**config.mk**
```make
export PLATFORM = sky130hd
export DESIGN_NAME = seq_pattern_tx
export DESIGN_NICKNAME = d
export VERILOG_FILES = /design/src/rtl/seq_pattern_tx.sv
export SDC_FILE = /design/constraint.sdc
export NUM_CORES = 1
export LEC_CHECK = 0
export ABC_AREA = 1
export CELL_PAD_IN_SITES_DETAIL_PLACEMENT = 0
export CELL_PAD_IN_SITES_GLOBAL_PLACEMENT = 1
export CORE_AREA = 3 3 103 105
export CTS_CLUSTER_SIZE = 20
export DETAILED_ROUTE_END_ITERATION = 6
export DIE_AREA = 0 0 106 108
export PLACE_DENSITY_LB_ADDON = 0.1
export SETUP_SLACK_MARGIN = 0.4
export SLEW_MARGIN = 10
export SYNTH_ARGS = -nofsm -noshare
export SYNTH_HDL_FRONTEND = slang
export SYNTH_SLANG_ARGS = --single-unit
```
**constraint.sdc**
```tcl
create_clock -name clk -period 1.9 [get_ports clk]
set_input_delay 0.38 -clock clk [delete_from_list [all_inputs] [get_ports clk]]
set_output_delay 0.38 -clock clk [all_outputs]
set_load 0.005 [all_outputs]
```
**src/rtl/seq_pattern_tx.sv**
```systemverilog
// Serial pattern transmitter: shifts an accepted pattern out MSB-first with
// programmable repeats and gaps, and counts the three-ones events it emits.
module seq_pattern_tx #(
  parameter int DATA_W = 16,
  parameter int CNT_W  = 8
) (
  input  logic                    clk,
  input  logic                    rst_n,
  input  logic                    pat_valid,
  output logic                    pat_ready,
  input  logic [DATA_W-1:0]       pat_data,
  input  logic [$clog2(DATA_W):0] pat_len,
  input  logic [CNT_W-1:0]        rep_cnt,
  input  logic [3:0]              gap_len,
  input  logic                    abort,
  output logic                    tx_d,
  output logic                    tx_en,
  output logic                    busy,
  output logic                    done,
  output logic [CNT_W-1:0]        run3_cnt
);

  localparam int LEN_W = $clog2(DATA_W) + 1;

  typedef enum logic [1:0] {IDLE, SEND, GAP} state_t;

  state_t            state_q, state_d;
  logic [DATA_W-1:0] shift_q, shift_d;
  logic [DATA_W-1:0] pat_q, pat_d;
  logic [LEN_W-1:0]  len_q, len_d;
  logic [LEN_W-1:0]  bit_q, bit_d;
  logic [CNT_W-1:0]  rep_q, rep_d;
  logic [3:0]        gap_q, gap_d;
  logic [3:0]        gcnt_q, gcnt_d;
  logic [1:0]        hist_q, hist_d;
  logic [CNT_W-1:0]  run3_q, run3_d;
  logic              tx_d_q, tx_d_d;
  logic              tx_en_q, tx_en_d;
  logic              done_q, done_d;
  logic [LEN_W-1:0]  len_clamped;
  logic              cur_bit;

  assign pat_ready   = (state_q == IDLE) && !abort;
  assign busy        = (state_q != IDLE);
  assign tx_d        = tx_d_q;
  assign tx_en       = tx_en_q;
  assign done        = done_q;
  assign run3_cnt    = run3_q;
  assign cur_bit     = shift_q[DATA_W-1];
  assign len_clamped = ((pat_len == '0) || (pat_len > LEN_W'(DATA_W))) ? LEN_W'(DATA_W) : pat_len;

  always_ff @(posedge clk or negedge rst_n) begin
    if (!rst_n) begin
      state_q <= IDLE;
      shift_q <= '0;
      pat_q   <= '0;
      len_q   <= '0;
      bit_q   <= '0;
      rep_q   <= '0;
      gap_q   <= '0;
      gcnt_q  <= '0;
      hist_q  <= '0;
      run3_q  <= '0;
      tx_d_q  <= 1'b0;
      tx_en_q <= 1'b0;
      done_q  <= 1'b0;
    end else begin
      state_q <= state_d;
      shift_q <= shift_d;
      pat_q   <= pat_d;
      len_q   <= len_d;
      bit_q   <= bit_d;
      rep_q   <= rep_d;
      gap_q   <= gap_d;
      gcnt_q  <= gcnt_d;
      hist_q  <= hist_d;
      run3_q  <= run3_d;
      tx_d_q  <= tx_d_d;
      tx_en_q <= tx_en_d;
      done_q  <= done_d;
    end
  end

  // bit_q == 0 while in SEND marks the completion cycle that raises done.
  always_comb begin
    state_d = state_q;
    shift_d = shift_q;
    pat_d   = pat_q;
    len_d   = len_q;
    bit_d   = bit_q;
    rep_d   = rep_q;
    gap_d   = gap_q;
    gcnt_d  = gcnt_q;
    hist_d  = 2'b00;
    run3_d  = run3_q;
    tx_d_d  = 1'b0;
    tx_en_d = 1'b0;
    done_d  = 1'b0;

    unique case (state_q)
      IDLE: begin
        if (pat_valid && pat_ready) begin
          shift_d = pat_data;
          pat_d   = pat_data;
          len_d   = len_clamped;
          bit_d   = len_clamped;
          rep_d   = rep_cnt;
          gap_d   = gap_len;
          run3_d  = '0;
          state_d = SEND;
        end
      end

      SEND: begin
        if (bit_q != '0) begin
          tx_en_d = 1'b1;
          tx_d_d  = cur_bit;
          hist_d  = {hist_q[0], cur_bit};
          if (cur_bit && (hist_q == 2'b11) && (run3_q != '1))
            run3_d = run3_q + 1'b1;
          shift_d = shift_q << 1;
          bit_d   = bit_q - 1'b1;
          if ((bit_q == LEN_W'(1)) && (rep_q != '0)) begin
            if (gap_q != 4'd0) begin
              state_d = GAP;
              gcnt_d  = gap_q;
            end else begin
              shift_d = pat_q;
              bit_d   = len_q;
              rep_d   = rep_q - 1'b1;
            end
          end
        end else begin
          done_d  = 1'b1;
          state_d = IDLE;
        end
      end

      GAP: begin
        gcnt_d = gcnt_q - 1'b1;
        if (gcnt_q == 4'd1) begin
          shift_d = pat_q;
          bit_d   = len_q;
          rep_d   = rep_q - 1'b1;
          state_d = SEND;
        end
      end

      default: state_d = IDLE;
    endcase

    // Abort wins over everything but keeps the event count for inspection.
    if (abort) begin
      state_d = IDLE;
      tx_en_d = 1'b0;
      tx_d_d  = 1'b0;
      done_d  = 1'b0;
      hist_d  = 2'b00;
      run3_d  = run3_q;
    end
  end

endmodule

```
---- Word level (Yosys, flattened, before mapping) ----
Index checks and enable logic that the tools add are counted.
storage, ports and cells
  output and inout port bits .............. 13
  bits in registers ....................... 73
  logic and storage cells ................. 104
cells by class
  magnitude comparators ................... 1
  bitwise operators ....................... 1
  add/subtract/negate cells ............... 4
  reduce and logical (&&, ||, !) cells .... 22
  equality and inequality tests ........... 17
  multiplexer cells ....................... 46
operator list
  kind                                                                count
  16-bit two-way mux                                                  5
  8-bit two-way mux                                                   8
  16-bit one-hot mux with 3 select lines                              1
  5-bit two-way mux                                                   6
  8-bit one-hot mux with 3 select lines                               1
  2-bit two-way mux                                                   9
  8-bit one-hot mux with 2 select lines                               1
  5-bit one-hot mux with 3 select lines                               1
  4-bit two-way mux                                                   3
  2-bit != test, second input constant                                6
  4-bit AND reduction                                                 3
  1-bit two-way mux                                                   9
  8-bit by 1-bit adder with 8-bit output, second input constant       1
  4-bit != test, second input constant                                2
  8-bit != test, second input constant                                1
  4-bit one-hot mux with 2 select lines                               1
  8-bit nonzero test                                                  1
  8-bit by 1-bit subtractor with 8-bit output, second input constant  1
  2-bit one-hot mux with 3 select lines                               1
  6-bit AND reduction                                                 1
  2-bit nonzero test                                                  3
  5-bit by 1-bit == test with 1-bit output, second input constant     1
  5-bit > comparator, second input constant                           1
  1-bit logical AND                                                   5
  other kinds (18)                                                    19

---- Logic depth before layout (Yosys ltp) ----
Gate-level depths: netlist of run 1.
  depth after elaboration ................. 6
  depth in mapped cells ................... 12
  mapped depth without buffers ............ 11

---- Worst setup path after synthesis of run 1 ----
OpenSTA, ideal clock, no wires.
  path kind ............................... reg2reg
  from .................................... register state_q[0]
  to ...................................... register shift_q[0]
  cell stages (with the launch flop) ...... 12
  clock period less this slack ............ 1.751 ns
  setup slack ............................. 0.149 ns
  path buffers ............................ 2
  setup time .............................. 0.124 ns
  arrival time ............................ 1.627 ns
  path through ............................ dfrtp_1 -> inv_1 -> ha_1 -> inv_2 -> nor2_4 -> nand2_4 -> nand2_2 -> nand4_4 -> buf_6 -> buf_6 -> a21oi_1 -> a21oi_1
between the ends
  word-level cells in the longest chain between the ends .. 5
  elaborated cells on any way between the ends .. 11
RTL lines
  element                                             line  RTL
  from (decl)                                         27    state_t state_q, state_d;
  from (signal assigned)                              68    state_q <= state_d;
  2-bit logical NOT                                   43    assign pat_ready = (state_q == IDLE) && !abort;
  1-bit logical AND                                   43
  named net pat_ready                                 10    output logic pat_ready,
  1-bit logical AND                                   102   if (pat_valid && pat_ready) begin
  2-bit by 1-bit != test with 1-bit output (no line)  n/a
  4-bit AND reduction (no line)                       n/a
  to (signal assigned)                                69    shift_q <= shift_d;
  to (decl)                                           28    logic [DATA_W-1:0] shift_q, shift_d;
The timed path passes the listed nets, and every way through them passes these cells.
A chain may end at the register's enable or synchronous reset.

---- Worst setup path after layout of run 1 ----
  from .................................... register gcnt_q[1]
  to ...................................... register shift_q[0]
between the ends
  word-level cells in the longest chain between the ends .. 3
RTL lines
  element                                   line  RTL
  from (decl)                               34    logic [3:0] gcnt_q, gcnt_d;
  from (signal assigned)                    75    gcnt_q <= gcnt_d;
  4-bit by 1-bit == test with 1-bit output  141   if (gcnt_q == 4'd1) begin
  2-bit != test (no line)                   n/a
  4-bit AND reduction (no line)             n/a
Every way passes these cells.

==> flow_summary.toml, run 1 <==
[detailed_routing]
dr.pass1.iters = 5
drcViolationCount = 0
wl_um = 11400
wire_per_inst_um = 14.8
vias = 3842
drtIter0Drc = 140
vias_per_cell = 4.98
antenna_left = 0

[sta]
fin_tns_setup_ns = 0
relSlewSlack_pct = 71.8
fin_crit_ns = 1.72
worst_pin_slew_ns = 0.423
setup_violations = 0
finClkSkew_ns = 0.0152
max_freq_ghz = 0.580
timing.final.crit_share_pct = 90.8
finalMaxSlewViolations = 0
rsz0062_at_grt = "true"
hold_violations = 0

[finish]
drive_above_1_share_pct = 25.5
mostFrequentLayoutCells = "nand2_1, dfrtp_1, nand3_1, inv_1, o21ai_1"
area_delta_synth_final_pct = 44.8
fin_nets = 684
antennaDiodeCount = 0
fillers = 934
final_cell_count_no_fill = 772
final_common_cell = "nand2_1"

[synth]
synth_top_family_by_area = "simple AND/OR/NAND/NOR gates"
syn_area_mm2 = 0.00402
yosysWarnings = 0
synth_xor_area_share_pct = 1.96
syn_inst = 536
synth_fa_ha_area_share_pct = 4.05
muxShareOfSynthArea_pct = 0
synthSimpleGateAreaFrac_pct = 28.5
synth_compound_area_share_pct = 11.7
seq_area_frac_synth_pct = 44.9
syn_nets = 586
yosysUniqueCellTypes = 32
syn_avg_cell_area_um2 = 7.49
ys_seq_elements = 72

[pwr]
p_leak_nw = 2.78
peakVddDrop_uv = 679
p_per_area_mw_per_mm2 = 1750

[grt]
grt_most_used_layer = "met2"
grt_pass1_wl_um = 17700
antenna_found_initial = 0
grt_overflow = 0
grt_use_met1_pct = 26.6
grt_max_degree = 73
grt_usage_pct = 19.2
grt_pass1_vias = 3614
use_met3_pct = 2.75
grt_use_met2_pct = 31.9

[setup_path]
start_kind = "flip-flop"
max_stage_delay_ns = 0.40
critPathTopFamily = "buffers and inverters"
crit_path_max_fanout = 8
endpoint_kind = "flip-flop"
path_buf_inv = 4
reg2reg_slack_ns = 0.18
critPathSlowestCell = "dfrtp_1"
required_ns = 2.13
arrival_ns = 1.95
cp_cell_sequence = "inv_2 > ha_4 > nand2_4 > o21ai_2 > buf_4 > nand4_4 > buf_8 > clkbuf_16 > a21oi_2 > a21oi_1"
critPathKind = "flip-flop to flip-flop"

[floorplanning]
fp.dieW_um = 106
fp.coreArea_mm2 = 0.00973
io_pins = 50
rows = 36
die_area_mm2 = 0.0114
die_h_um = 108
start_util_pct = 41.3

[clock_network]
numCtsBuffers = 9
clkTransAtPathRegs_ns = 0.09
cts_num_sinks = 72
cts_tree = "built"
cts_max_level = 3
clk_path_buf_depth = 2
cts_root_buf = "clkbuf_8"
clk_latency_ns = 0.35

[placement]
dp_hpwl_um = 6450
placedCellCount = 717
place.gp.congestion = 0.774
io_buffer_count = 49

[flow_run]
maxCapViolCount = 0

[status]
outcome = "finished, final reports clean"

[hold_path]
hold_path_class = "input pin to asynchronous set/reset pin"
[registers in the layout (all words and copies together) (netlist names)]
register and flops:
tx_d 1, len_q 5, rep_q 8, done 1, state_q 2, tx_en 1, bit_q 5, gap_q 4
pat_q 16, shift_q 16, run3_cnt 8, hist_q 1, gcnt_q 4
[Yosys cell counts (all sizes together)]
master  instances  area, um2
o211ai          1       7.51
a21oi          25        140
nor3            3       15.0
dfrtp          72       1800
ha             13        163
nand2         171        652
xor2            8       70.1
or2             4       25.0
clkbuf         11       42.5
o31ai           3       22.5
nand3          59        295
clkinv          1       3.75
inv            60        225
o21ai          60        300
xnor2           1       8.76
nor2           26        110
nand4           3       33.8
nand3b          2       15.0
buf            13       83.8
[area by class of cell]
cell class	instances	area [um2]	area share (%)
repair buffers	110	1210	20.9
clock buffers	9	124	2.13
inverters	61	246	4.24
multi-input cells	380	2140	36.8
flip-flops and latches	72	1800	31.0
clock inverters	7	119	2.04
well taps	133	166	2.86
[where the power goes]
part | switching (mW) | internal, mW | total (mW) | leakage [nW]
Clock | 0.628 | 0.875 | 1.50 | 0.116
Combinational | 3.34 | 2.70 | 6.04 | 1.75
Sequential | 0.434 | 2.21 | 2.65 | 0.911
Total | 4.40 | 5.79 | 10.2 | 2.78
[per-layer routing]
layer,part of all wire [%],routed length (um)
met4,1.8,209
met2,47,5420
met3,4.3,493
met1,46,5320
met5,0,0
[final timing paths]
kind                         endpoint       start  depth (start not counted)
max                        shift_q[0]   gcnt_q[1]                         10
min                             tx_en       rst_n                          2
max reg2reg                shift_q[0]   gcnt_q[1]                         10
min reg2reg                shift_q[2]  shift_q[2]                          2
max in group asynchronous    pat_q[2]       rst_n                          2
min in group clk                 done       abort                          3
[logic make-up after synthesis]
| family | Yosys count |
|---|---|
| simple gates | 268 |
| xor+xnor | 9 |
| buf+inv | 85 |
| flops | 72 |
| fa+ha+maj | 13 |
| compound gates | 89 |
[stage by stage]
| stage | total power, mW | utilization, % | hold slack [ns] | instance area, um2 | worst slack (ns) |
|---|---|---|---|---|---|
| after floorplan | 5.79 | - | 0.0844 | 4050 | 0.220 |
| after global placement | 7.00 | 49.1 | 0.453 | 4780 | -0.0169 |
| after detailed placement | 7.11 | 49.1 | 0.445 | 4780 | -0.0579 |
| after CTS | 9.58 | 56.2 | 0.0625 | 5470 | 0.218 |
| after global routing | 11.0 | 59.8 | 0.0702 | 5820 | 0.0794 |
| final | 10.2 | 59.8 | 0.0234 | 5820 | 0.175 |
[repair_timing]
item / CTS / global route
buffers inserted: 22 / 5
resized for setup: 98 / 52
setup endpoints to repair: 81 / 70
pin swaps: 31 / 10
cloned: 3 / 9
hold buffers: 0 / 0
Power figures use the tool's default switching activity.
==> run 2, diff against run 1 <==
Settings changed: ABC_AREA 1 to not set, CORE_AREA 3 3 103 105 to 3 3 100 102, DIE_AREA 0 0 106 108 to 0 0 103 105.
==> flow_summary.toml, run 2 <==
[status]
outcome = "finished with violations"
violations = "setup timing"

[detailed_routing]
vias_per_cell = 5.44
drcViolationCount = 0
wl_um = 11000
drtIter0Drc = 149
dr.pass1.iters = 5
antenna_left = 0
vias = 3506
wire_per_inst_um = 17.0

[floorplanning]
fp.coreArea_mm2 = 0.00920
io_pins = 50
die_h_um = 105
rows = 35
fp.dieW_um = 103
die_area_mm2 = 0.0108
start_util_pct = 42.4

[setup_path]
arrival_ns = 2.37
start_kind = "flip-flop"
reg2reg_slack_ns = -0.22
critPathKind = "flip-flop to flip-flop"
cp_cell_sequence = "inv_2 > ha_4 > or4b_4 > a211o_4 > o21bai_4 > buf_12 > nand2_1 > a311oi_2"
required_ns = 2.14
critPathSlowestCell = "or4b_4"
crit_path_max_fanout = 19
endpoint_kind = "flip-flop"
max_stage_delay_ns = 0.46

[finish]
fillers = 742
final_common_cell = "dfrtp_1"
final_cell_count_no_fill = 645
area_delta_synth_final_pct = 51.5
fin_nets = 579
reg.largest.list = "pat_q x16, shift_q x16"
mostFrequentLayoutCells = "dfrtp_1, nand2_1, buf_4, nor2_1, clkdlybuf4s50_1"
multi_input_area_mm2 = 0.00237
drive_above_1_share_pct = 36.3
regArea_mm2 = 0.00181
antennaDiodeCount = 0

[placement]
placedCellCount = 599
place.gp.congestion = 0.771
dp_hpwl_um = 6560
io_buffer_count = 49

[grt]
grt_usage_pct = 20.5
grt_pass1_wl_um = 17600
antenna_found_initial = 0
grt_overflow = 0
grt_max_degree = 73
grt_pass1_vias = 3458

[synth]
seq_area_frac_synth_pct = 46.2
synth_top_area_share_pct = 46.2
synth_edf_count = 0
syn_nets = 460
synthFlopType = "dfrtp_1"
synthArstFlopShare_pct = 100
yosysWarnings = 0
ys_seq_elements = 72
yosysTopAreaCell = "dfrtp_1"
syn_inst = 410
synth.area.top_cells = "dfrtp_1, nand2_1, mux2_2"
yosysUniqueCellTypes = 54
synth.most_common_cell = "dfrtp_1"
syn_avg_cell_area_um2 = 9.52
synth.top_cells.by_count = "dfrtp_1, nand2_1, nor2_1, nor3_1, mux2_2"
syn_area_mm2 = 0.00390

[sta]
setup_violations = 34
relSlewSlack_pct = 64.2
setup_ws_ns = -0.224
hold_violations = 0
finalMaxSlewViolations = 0
timing.final.crit_share_pct = 112
fin_crit_ns = 2.12
finClkSkew_ns = 0.0140
max_freq_ghz = 0.471
rsz0062_at_grt = "true"
worst_pin_slew_ns = 0.532

[clock_network]
clk_latency_ns = 0.35
cts_max_level = 3
cts_tree = "built"
cts_root_buf = "clkbuf_8"
numCtsBuffers = 9
clk_path_buf_depth = 2
clkTransAtPathRegs_ns = 0.08
cts_num_sinks = 72

[hold_path]
hold_path_class = "input pin to asynchronous set/reset pin"

[flow_run]
maxCapViolCount = 0

[pwr]
p_per_area_mw_per_mm2 = 1630
peakVddDrop_uv = 667
total_power_mw = 9.65
p_leak_nw = 2.62
==> run 2: worst max-delay path, delay by kind of cell, from the launching register on <==
| family | cells | cell delay [ns] |
|---|---|---|
| AOI/OAI and AO/OA | 3 | 0.73 |
| and+or+nand+nor | 2 | 0.53 |
| DFF | 1 | 0.39 |
| buffers and inverters | 2 | 0.25 |
| adders and majority gates | 1 | 0.12 |
==> run 2: path summary, 6_finish.rpt <==
check	end	cells after the start	from
setup / recovery	shift_q[6]	8	bit_q[1]
hold / removal	gap_q[1]	2	rst_n
setup reg to reg	shift_q[6]	8	bit_q[1]
hold reg to reg	hist_q[1]	1	tx_d
max in group asynchronous	run3_cnt[2]	2	rst_n
min in group clk	hist_q[1]	1	tx_d
==> run 2: routing by layer <==
| layer | GRT usage, % | wire length [um] |
|---|---|---|
| met5 | 0 | 0 |
| met4 | 5.27 | 100 |
| met3 | 2.40 | 322 |
| met2 | 31.1 | 5330 |
| met1 | 30.9 | 5210 |
==> run 2: metrics by stage <==
step                TNS (ns)  area (um2)  setup slack [ns]  util (%)  hold WS (ns)
floorplan              -3.77        4020            -0.260         -        0.0844
CTS                    -5.61        5640            -0.223      61.4        0.0688
global route           -7.56        5910            -0.296      64.3        0.0670
finish                 -4.93        5910            -0.224      64.3        0.0379
detailed placement     -7.27        4950            -0.356      53.9         0.447
global placement       -6.34        4950            -0.308      53.9         0.449
==> run 2: power by group <==
part / switching [mW] / leakage [nW] / internal [mW]
sequential: 0.447 / 0.866 / 2.21
clock: 0.620 / 0.117 / 0.880
combinational: 2.70 / 1.64 / 2.80
total: 3.76 / 2.62 / 5.89
==> run 2: cell families (layout without fill, tap and decap cells) <==
group | after synthesis | after routing | share of synthesized area (%)
buffers and inverters | 39 | 163 | 4.65
adder cells (fa/ha/maj) | 13 | 13 | 4.17
flip-flops | 72 | 72 | 46.2
AO/OA/AOI/OAI | 84 | 84 | 15.6
XOR/XNOR | 3 | 3 | 0.673
AND/OR/NAND/NOR | 169 | 169 | 20.4
multiplexers | 30 | 30 | 8.34
==> run 2: cell type report <==
cell class                 instances  area share [%]
clock buffer                      10            2.16
clock inverter                     6            1.95
inverter                          16            1.06
multi-input combinational        299            40.0
sequential                        72            30.6
tap                              111            2.35
timing repair buffer             131            21.9
==> run 2: timing repair <==
item	4_1_cts	5_1_grt
hold buffers	0	0
cloned	2	1
endpoints found under the setup margin	83	74
pin swaps	28	24
hold endpoints to repair	0	0
gates resized for setup	81	53
buffers inserted	20	7
